`src/rtl/ac_link_pkg.sv`:
```
// Shared constants, state encoding and load-vector packing for the AC-link serializer.
package ac_link_pkg;

   localparam int FRAME_BITS = 256;
   localparam int TAG_BITS   = 16;
   localparam int SLOT_BITS  = 20;
   localparam int SYNC_BITS  = 16;
   localparam int LOAD_BITS  = 96;
   localparam int K_W        = $clog2(FRAME_BITS);

   typedef enum logic [1:0] {
      IDLE = 2'd0,
      PRE  = 2'd1,
      RUN  = 2'd2
   } state_e;

   // Frame data order: tag first, then slots 1..4, each MSB first.
   function automatic logic [LOAD_BITS-1:0] build_load_vec(
      input logic [TAG_BITS-1:0]  tag,
      input logic [SLOT_BITS-1:0] s1,
      input logic [SLOT_BITS-1:0] s2,
      input logic [SLOT_BITS-1:0] s3,
      input logic [SLOT_BITS-1:0] s4
   );
      return {tag, s1, s2, s3, s4};
   endfunction

endpackage

```
`src/rtl/ac_link_shifter.sv`:
```
// 96-bit parallel-load shift-left register with zero fill; exposes its MSB.
module ac_link_shifter
   import ac_link_pkg::*;
(
   input  logic                 clk,
   input  logic                 rst_n,
   input  logic                 load,
   input  logic [LOAD_BITS-1:0] load_vec,
   output logic                 msb
);

   logic [LOAD_BITS-1:0] shift_q;
   logic [LOAD_BITS-1:0] shift_d;

   // next shift-register contents: load a new frame or shift in a zero
   always_comb begin
      shift_d = shift_q;
      if (load) begin
         shift_d = load_vec;
      end else begin
         shift_d = {shift_q[LOAD_BITS-2:0], 1'b0};
      end
   end

   // shift-register state with synchronous clear
   always_ff @(posedge clk) begin
      if (!rst_n) begin
         shift_q <= {LOAD_BITS{1'b0}};
      end else begin
         shift_q <= shift_d;
      end
   end

   assign msb = shift_q[LOAD_BITS-1];

endmodule

```
`src/rtl/ac_link_serializer.sv`:
```
// AC-link frame serializer: frame FSM, bit counter and registered SYNC/data outputs.
// Optional AC_LINK_READY_GATE_EN adds codec_ready gating of start and continue.
module ac_link_serializer
   import ac_link_pkg::*;
(
   input  logic                 clk,
   input  logic                 rst_n,
   input  logic                 enable,
`ifdef AC_LINK_READY_GATE_EN
   input  logic                 codec_ready,
`endif
   input  logic [SLOT_BITS-1:0] slot0_in,
   input  logic [SLOT_BITS-1:0] slot1_in,
   input  logic [SLOT_BITS-1:0] slot2_in,
   input  logic [SLOT_BITS-1:0] slot3_in,
   input  logic [SLOT_BITS-1:0] slot4_in,
   output logic                 sync,
   output logic                 sdata_out,
   output logic                 frame_req,
   output logic                 busy
);

   localparam logic [K_W-1:0] K_ZERO      = K_W'(0);
   localparam logic [K_W-1:0] K_ONE       = K_W'(1);
   localparam logic [K_W-1:0] LAST_K      = K_W'(FRAME_BITS - 1);
   localparam logic [K_W-1:0] STOP_K      = K_W'(FRAME_BITS - 2);
   localparam logic [K_W-1:0] SYNC_LAST_K = K_W'(SYNC_BITS - 2);

   state_e               state_q, state_d;
   logic [K_W-1:0]       k_q, k_d;
   logic                 sync_q, sync_d;
   logic                 frame_req_q, frame_req_d;
   logic                 busy_q, busy_d;
   logic                 load_s;
   logic                 go_s;
   logic [LOAD_BITS-1:0] load_vec_s;
   logic [SLOT_BITS-TAG_BITS-1:0] unused_tag_hi_s;

`ifdef AC_LINK_READY_GATE_EN
   assign go_s = enable & codec_ready;
`else
   assign go_s = enable;
`endif

   assign unused_tag_hi_s = slot0_in[SLOT_BITS-1:TAG_BITS];
   assign load_vec_s = build_load_vec(slot0_in[TAG_BITS-1:0], slot1_in, slot2_in,
                                      slot3_in, slot4_in);

   // frame sequencing: start via PRE, continue/stop decided at the end of k=254
   always_comb begin
      state_d = state_q;
      k_d     = k_q;
      load_s  = 1'b0;
      case (state_q)
         IDLE: begin
            k_d = K_ZERO;
            if (go_s) begin
               state_d = PRE;
            end else begin
               state_d = IDLE;
            end
         end
         PRE: begin
            state_d = RUN;
            k_d     = K_ZERO;
            load_s  = 1'b1;
         end
         RUN: begin
            if ((k_q == STOP_K) && !go_s) begin
               state_d = IDLE;
               k_d     = K_ZERO;
            end else begin
               k_d    = k_q + K_ONE;
               load_s = (k_q == LAST_K);
            end
         end
         default: begin
            state_d = IDLE;
            k_d     = K_ZERO;
         end
      endcase
   end

   // outputs are decoded from the next state so they appear registered with it
   always_comb begin
      sync_d      = 1'b0;
      frame_req_d = 1'b0;
      busy_d      = (state_d != IDLE);
      case (state_d)
         PRE: begin
            sync_d      = 1'b1;
            frame_req_d = 1'b1;
         end
         RUN: begin
            sync_d      = (k_d == LAST_K) || (k_d <= SYNC_LAST_K);
            frame_req_d = (k_d == LAST_K);
         end
         default: begin
            sync_d      = 1'b0;
            frame_req_d = 1'b0;
         end
      endcase
   end

   // state, counter and output registers with synchronous reset
   always_ff @(posedge clk) begin
      if (!rst_n) begin
         state_q     <= IDLE;
         k_q         <= K_ZERO;
         sync_q      <= 1'b0;
         frame_req_q <= 1'b0;
         busy_q      <= 1'b0;
      end else begin
         state_q     <= state_d;
         k_q         <= k_d;
         sync_q      <= sync_d;
         frame_req_q <= frame_req_d;
         busy_q      <= busy_d;
      end
   end

   ac_link_shifter u_shifter (
      .clk      (clk),
      .rst_n    (rst_n),
      .load     (load_s),
      .load_vec (load_vec_s),
      .msb      (sdata_out)
   );

   assign sync      = sync_q;
   assign frame_req = frame_req_q;
   assign busy      = busy_q;

endmodule

```
`config.mk`:
```
export PLATFORM = sky130hd
export DESIGN_NAME = ac_link_serializer
export DESIGN_NICKNAME = d
export VERILOG_FILES = /design/src/rtl/ac_link_pkg.sv /design/src/rtl/ac_link_shifter.sv /design/src/rtl/ac_link_serializer.sv
export SDC_FILE = /design/constraint.sdc
export NUM_CORES = 1
export LEC_CHECK = 0
export ABC_CLOCK_PERIOD_IN_PS = 6850
export BUFFER_PORTS_ARGS = -buffer_cell sky130_fd_sc_hd__buf_2
export CAP_MARGIN = 20
export CORE_ASPECT_RATIO = 1.4
export CORE_MARGIN = 2
export CORE_UTILIZATION = 31
export CTS_CLUSTER_DIAMETER = 120
export DETAILED_ROUTE_END_ITERATION = 8
export HOLD_SLACK_MARGIN = 0.1
export PLACE_DENSITY_LB_ADDON = 0.12
export RECOVER_POWER = 50
export SLEW_MARGIN = 20
export SYNTH_ARGS = -nofsm -noshare
export SYNTH_HDL_FRONTEND = slang
export SYNTH_SLANG_ARGS = --single-unit
```
`constraint.sdc`:
```
create_clock -name clk -period 6.85 [get_ports clk]
set_input_delay 1.7125 -clock clk [delete_from_list [all_inputs] [get_ports clk]]
set_output_delay 1.7125 -clock clk [all_outputs]
set_load 0.05 [all_outputs]
```
==> metrics.txt, run 1 <==
CTS tree=done; xor and xnor area share after synthesis=1.219%; CP Max Fanout=58; Buffers & Inverters on Critical Path=2; netlist area before placement=roughly 0.0043 sq mm; Crit Path Class=input port to register; Die X=103.7 um; Worst-path clk slew=about 0.070 ns; number of global-route vias before repair=between 3000 and 4000; PD cells=238.4 mW/mm^2; share of cells above drive strength 1=between 10% and 20%; P&R area growth vs syn=19.27%; Final period util=between 50% and 60%; routed len/inst=~12 um; worst reg2reg startpoint=k_q[0]$_SDFF_PN0_; Synth area leader=dfxtp_1; die height=between 100 and 150 um; clock latency on the worst-skew pair=0.34 ns; initial antenna violation count=0; # hold bufs at CTS=0; Clock Sinks=roughly 110; Area contributors post-synth=dfxtp_1 51%, nand2_1 17%, a21boi_0 9.9%; CP Launch Type=input port; core box area=~0.014 sq mm; Worst path max stage delay=about 1.1 ns; Vias=between 3000 and 4000; final setup fails=0; IO Port Bufs=between 100 and 150; top cells by count, synth=193 x nand2_1, 109 x dfxtp_1, 57 x a21boi_0; crit-path cells=clkbuf_1, nand4b_1, nor4b_1, o21a_1, buf_12, nand2_1, a21boi_0; Min-Delay Path Class=register to register; MaxCap Viol Count=0; Adder-Cell Fraction of Synth Area=2.845%; Mapped Cells=about 500; Fillers=~1500; cts repair resizes=0; status=finished clean; Crit Reg-Reg Endpoint=u_shifter.shift_q[60]$_SDFF_PN0_; register area share after synthesis=between 50% and 60%; Crit path required time=7.10 ns; Leak Pwr=around 1.9 nW; final hold violations=0; HP Start=u_shifter.shift_q[31]$_SDFF_PN0_; most instantiated library cell after synthesis=nand2_1; Post-synth EDFFs=0; Worst path slowest cell=o21a_1; area of the multi-input gates=about 0.0019 sq mm; vias per std cell=~4.4; Num CTS Buffers=9; final setup TNS=0 ns; fmax=roughly 240 MHz; Worst Slack Setup Final=approximately 2.7 ns; top cell type's share of synthesized area=approximately half; Max Buffers Root-to-Sink=2; first-pass GRT wire length=between 15000 and 20000 um; Total GRT Usage=roughly an eighth; simple-gate share of the synthesized area=a little over a fifth; cell family with most CP delay=compound AO/OA/AOI/OAI gates; DIE AREA=around 0.015 sq mm; Slew @ Worst Pin=roughly 1.4 ns; # DRC=0; Post-DP Area=0.004875 sq mm; multiplexer share of the synthesized area=0.2322%; largest family of logic cells by synthesized area=simple AND/OR/NAND/NOR gates; Placer Congestion=0.7363; n_diodes=0; fin crit period=about 4.1 ns; Synth Area per Inst=approximately 8.7 sq um; dominant synthesized flop cell=dfxtp_1; DRT Wirelength=roughly 8900 um; unrepaired setup endpoints after global routing=no; maximum vdd drop=between 150 and 200 uV; drt pass-1 iters=4; wl on met1=~4000 um; clock root buffer=clkbuf_16; Final Cell Area=about 0.0051 sq mm; Final ANT Viol Nets=0; Starting Density=between 30% and 40%; Slew headroom=~7.6%; WL met2=~4400 um; pin count of the biggest net entering global routing=between 100 and 150; WP data arrival=between 4 and 5 ns; Worst Hold Path EP=u_shifter.shift_q[32]$_SDFF_PN0_; Yosys cell types=36; DRT iter0 DRCs=81; Sequential Area=between 0.002 and 0.0025 sq mm; Setup Fix Bufs, Post-CTS=0; H-tree depth=3; Place WS=2.722 ns; Worst Skew=0.01159 ns; Post-DP HPWL=5914 um; worst r2r path cells=7; row cnt=just over 50; Synth warnings=0; Worst path depth=7; CP Capture Type=register; I/O Pins=between 100 and 150; post-synthesis register bit count=109; Final nets=slightly below 700; post-synthesis compound-gate area fraction=approximately a fifth; R2R Setup Slk=3.56 ns; async set-reset flop share out of synthesis=0%; final core utilization=37.30%; Slew Limit Fails=0; Syn Nets=slightly above 600; total grt overflow=0; highest metal used=met4; hold depth=2; Routed met3 length=~420 um
layer usage:
| layer | global-route usage [%] | vias up |
|---|---|---|
| li1 | - | 1762 |
| met1 | 14.30 | 1561 |
| met2 | 22.69 | 62 |
| met3 | 3.492 | 9 |
| met4 | 4.765 | 0 |
| met5 | 0 | - |
sequential cells by signal (all words and copies together) (netlist names):
name and count:
busy 1, sync 1, frame_req 1, state_q 2, k_q 8, u_shifter.shift_q 96
worst max path at each step:
stage / start / endpoint / slack [ns]
finish: enable / u_shifter.shift_q[60]$_SDFF_PN0_ / 2.75
CTS: enable / u_shifter.shift_q[95]$_SDFF_PN0_ / 3.08
floorplan: enable / sync$_SDFF_PN0_ / 3.35
global placement: enable / u_shifter.shift_q[95]$_SDFF_PN0_ / 2.70
global route: enable / u_shifter.shift_q[12]$_SDFF_PN0_ / 2.39
detailed placement: enable / u_shifter.shift_q[95]$_SDFF_PN0_ / 2.72
layout by cell type (no fill, tap or decap), types with 2 or more instances in the layout:
cell type,synthesis,final
nand2_1,193,193
dfxtp_1,109,109
buf_2,6,97
a21boi_0,57,83
nor2_1,13,13
a21boi_1,39,13
ha_1,9,9
clkbuf_16,0,9
inv_1,7,7
nand3_1,7,7
clkbuf_1,15,7
xnor2_1,4,4
o21a_1,2,2
o21ai_0,2,2
and2_0,0,2
xor2_1,2,2
clkinv_4,0,2
inv_6,0,2
buf_4,6,2
worst register-to-register path: cells and delay by family, from the launching register on:
kind	cells	cell delay (ns)
AO/OA/AOI/OAI	2	1.29
AND/OR/NAND/NOR	3	0.91
flip-flops	1	0.43
buffers and inverters	1	0.35
adder cells (fa/ha/maj)	1	0.24
cell type report:
cell class                      count  area share, %
Clock buffer                       11          4.527
Clock inverter                      5         0.8275
Inverter                            7         0.5111
Multi-Input combinational cell    348          36.70
Sequential cell                   109          42.44
Tap cell                          185          4.502
Timing Repair Buffer              105          10.49
power by group:
part | total, mW | switching [mW] | internal (mW) | leakage [nW]
clock | 0.483 | 0.232 | 0.251 | 0.131
combinational | 0.0892 | 0.0480 | 0.0412 | 0.889
sequential | 0.653 | 0.00457 | 0.649 | 0.881
total | 1.23 | 0.285 | 0.941 | 1.90
cell families after synthesis:
kind of cell / after synthesis
AO/OA/AOI/OAI: 107
XOR/XNOR: 6
adder cells (fa/ha/maj): 10
buffers and inverters: 41
flip-flops: 109
multiplexers: 1
AND/OR/NAND/NOR: 224
through the flow:
step,cells,hold WS [ns],power (mW)
6_report,770,0.4319,1.226
3_3_place_gp,753,0.4223,0.7602
3_5_place_dp,753,0.4287,0.7609
2_1_floorplan,498,0.4206,0.7217
5_1_grt,770,0.4615,1.289
4_1_cts,769,0.4393,1.251
(Power assumes the default switching activity.)
==> run 2, diff against run 1 <==
--- a/config.mk
+++ b/config.mk
@@ -5,7 +5,7 @@
 export SDC_FILE = /design/constraint.sdc
 export NUM_CORES = 1
 export LEC_CHECK = 0
-export ABC_CLOCK_PERIOD_IN_PS = 6850
+export ABC_CLOCK_PERIOD_IN_PS = 3600
 export BUFFER_PORTS_ARGS = -buffer_cell sky130_fd_sc_hd__buf_2
 export CAP_MARGIN = 20
 export CORE_ASPECT_RATIO = 1.4
==> constraint.sdc (replaced) <==
create_clock -name clk -period 3.6 [get_ports clk]
set_input_delay 0.9 -clock clk [delete_from_list [all_inputs] [get_ports clk]]
set_output_delay 0.9 -clock clk [all_outputs]
set_load 0.05 [all_outputs]
==> metrics.txt, run 2 (synthesized netlist as in run 1, its figures left out) <==
Setup Fix Bufs, Post-CTS=0; CP Max Fanout=4; share of cells above drive strength 1=20.24%; P&R area growth vs syn=20.15%; total grt overflow=0; final setup fails=0; Min-Delay Path Class=register to register; Clock Sinks=109; # DRC=0; fin crit period=slightly below 3 ns; Num CTS Buffers=9; global routing usage on met1=between 10% and 20%; MaxCap Viol Count=0; most frequent cells in the layout=193 x nand2_1, 109 x dfxtp_1, 96 x buf_2, 64 x a21boi_0, 32 x a21boi_1; Worst Skew=0.009709 ns; switching power share of the total=approximately a quarter; global routing usage on met2=21.92%; cts repair resizes=0; clock power share=39.5%; power share of the combinational group=~7.5%; CP Launch Type=input port; CP Capture Type=register; Starting Density=31.27%; P_int=1.790 mW; unrepaired setup endpoints after global routing=no; commonest non-fill, non-tap cell in the layout=nand2_1; final hold violations=0; IO Port Bufs=around 100; Total GRT Usage=12.64%; Die X=between 100 and 150 um; DRT iter0 DRCs=approximately 110; DIE AREA=approximately 0.015 sq mm; initial antenna violation count=0; Final period util=roughly four fifths; sequential share of power=a little over half; Worst-path clk slew=0.07 ns; WP data arrival=~3.2 ns; Max Buffers Root-to-Sink=2; row cnt=51; Slew headroom=43.29%; routed len/inst=roughly 12 um; Slew @ Worst Pin=~0.85 ns; first-pass GRT wire length=15150 um; DRT Wirelength=~9300 um; Final nets=695; n_diodes=0; CTS tree=done; layer with the highest usage=met2; Leak Pwr=just under 2 nW; Pwr Total=roughly 2.3 mW; I/O Pins=107; PD cells=452.5 mW/mm^2; Vias=approximately 3400; Crit Path Class=input port to register; clock latency on the worst-skew pair=roughly 0.35 ns; fmax=roughly 340 MHz; max FFs per register=between 90 and 100; Top Registers=u_shifter.shift_q (96), k_q (8), state_q (2); Final ANT Viol Nets=0; drt pass-1 iters=4; # hold bufs at CTS=0; vias per std cell=between 4 and 5; die height=143.5 um; Crit path required time=3.83 ns; Biggest register=u_shifter.shift_q; Slew Limit Fails=0; status=finished clean; maximum vdd drop=just under 200 uV; switching power=approximately 0.55 mW; H-tree depth=3; clock root buffer=clkbuf_16; core box area=~0.014 sq mm; Placer Congestion=~0.76; met3 Use GR=about 3.4%; pin count of the biggest net entering global routing=slightly above 70; final setup TNS=0 ns; Post-DP HPWL=6172 um; number of global-route vias before repair=~3300
## run 2: worst paths after layout
kind / start / to / slack, ns / cells past startpoint
worst max-delay path: enable / sync$_SDFF_PN0_ / 0.66 / 12
worst min-delay path: u_shifter.shift_q[46]$_SDFF_PN0_ / u_shifter.shift_q[47]$_SDFF_PN0_ / 0.44 / 2
worst max register to register: k_q[0]$_SDFF_PN0_ / sync$_SDFF_PN0_ / 0.69 / 13
worst min register to register: u_shifter.shift_q[46]$_SDFF_PN0_ / u_shifter.shift_q[47]$_SDFF_PN0_ / 0.44 / 2
## run 2: power groups by stage
stage	clock [mW]	combinational (mW)	sequential, mW
floorplan	0	0.0941	1.28
global placement	0	0.181	1.27
detailed placement	0	0.182	1.27
CTS	0.968	0.183	1.24
global route	1.01	0.199	1.25
finish	0.925	0.175	1.24
## run 2: per-stage QoR
stage          hold WS (ns)  setup WS [ns]  cell area (sq um)  utilization (%)  cells
2_1_floorplan        0.4206         0.9158               4310                -    498
3_3_place_gp         0.4226         0.4750               4930            35.77    757
3_5_place_dp         0.4308         0.3956               4930            35.77    757
4_1_cts              0.4406         0.7088               5205            37.76    773
5_1_grt              0.4514         0.4106               5179            37.57    773
6_report             0.4382         0.6646               5179            37.57    773
## run 2: worst max-delay path, stage by stage
cell and delay [ns]:
clkbuf_1 0.12, nand4b_1 0.20, o21a_1 0.21, a22oi_1 0.08, nor2_1 0.18, inv_1 0.09
ha_1 0.30, nand3_1 0.11, or4_1 0.44, nor4_1 0.25, a21boi_0 0.19, o41ai_1 0.09
## run 2: area by class of cell
| cell class | instances | area (sq um) |
|---|---|---|
| multi-input cells | 348 | 1894 |
| inverters | 7 | 26.28 |
| repair buffers | 108 | 569.3 |
| flip-flops and latches | 109 | 2182 |
| well taps | 185 | 231.5 |
| clock inverters | 6 | 46.29 |
| clock buffers | 10 | 229.0 |
| fillers | 1529 | 8605 |
## run 2: layer usage
metal | share of wire (%) | wire [um]
met1 | 43 | 4028
met5 | 0 | 0
met3 | 4.7 | 438
met2 | 50 | 4648
met4 | 1.8 | 163
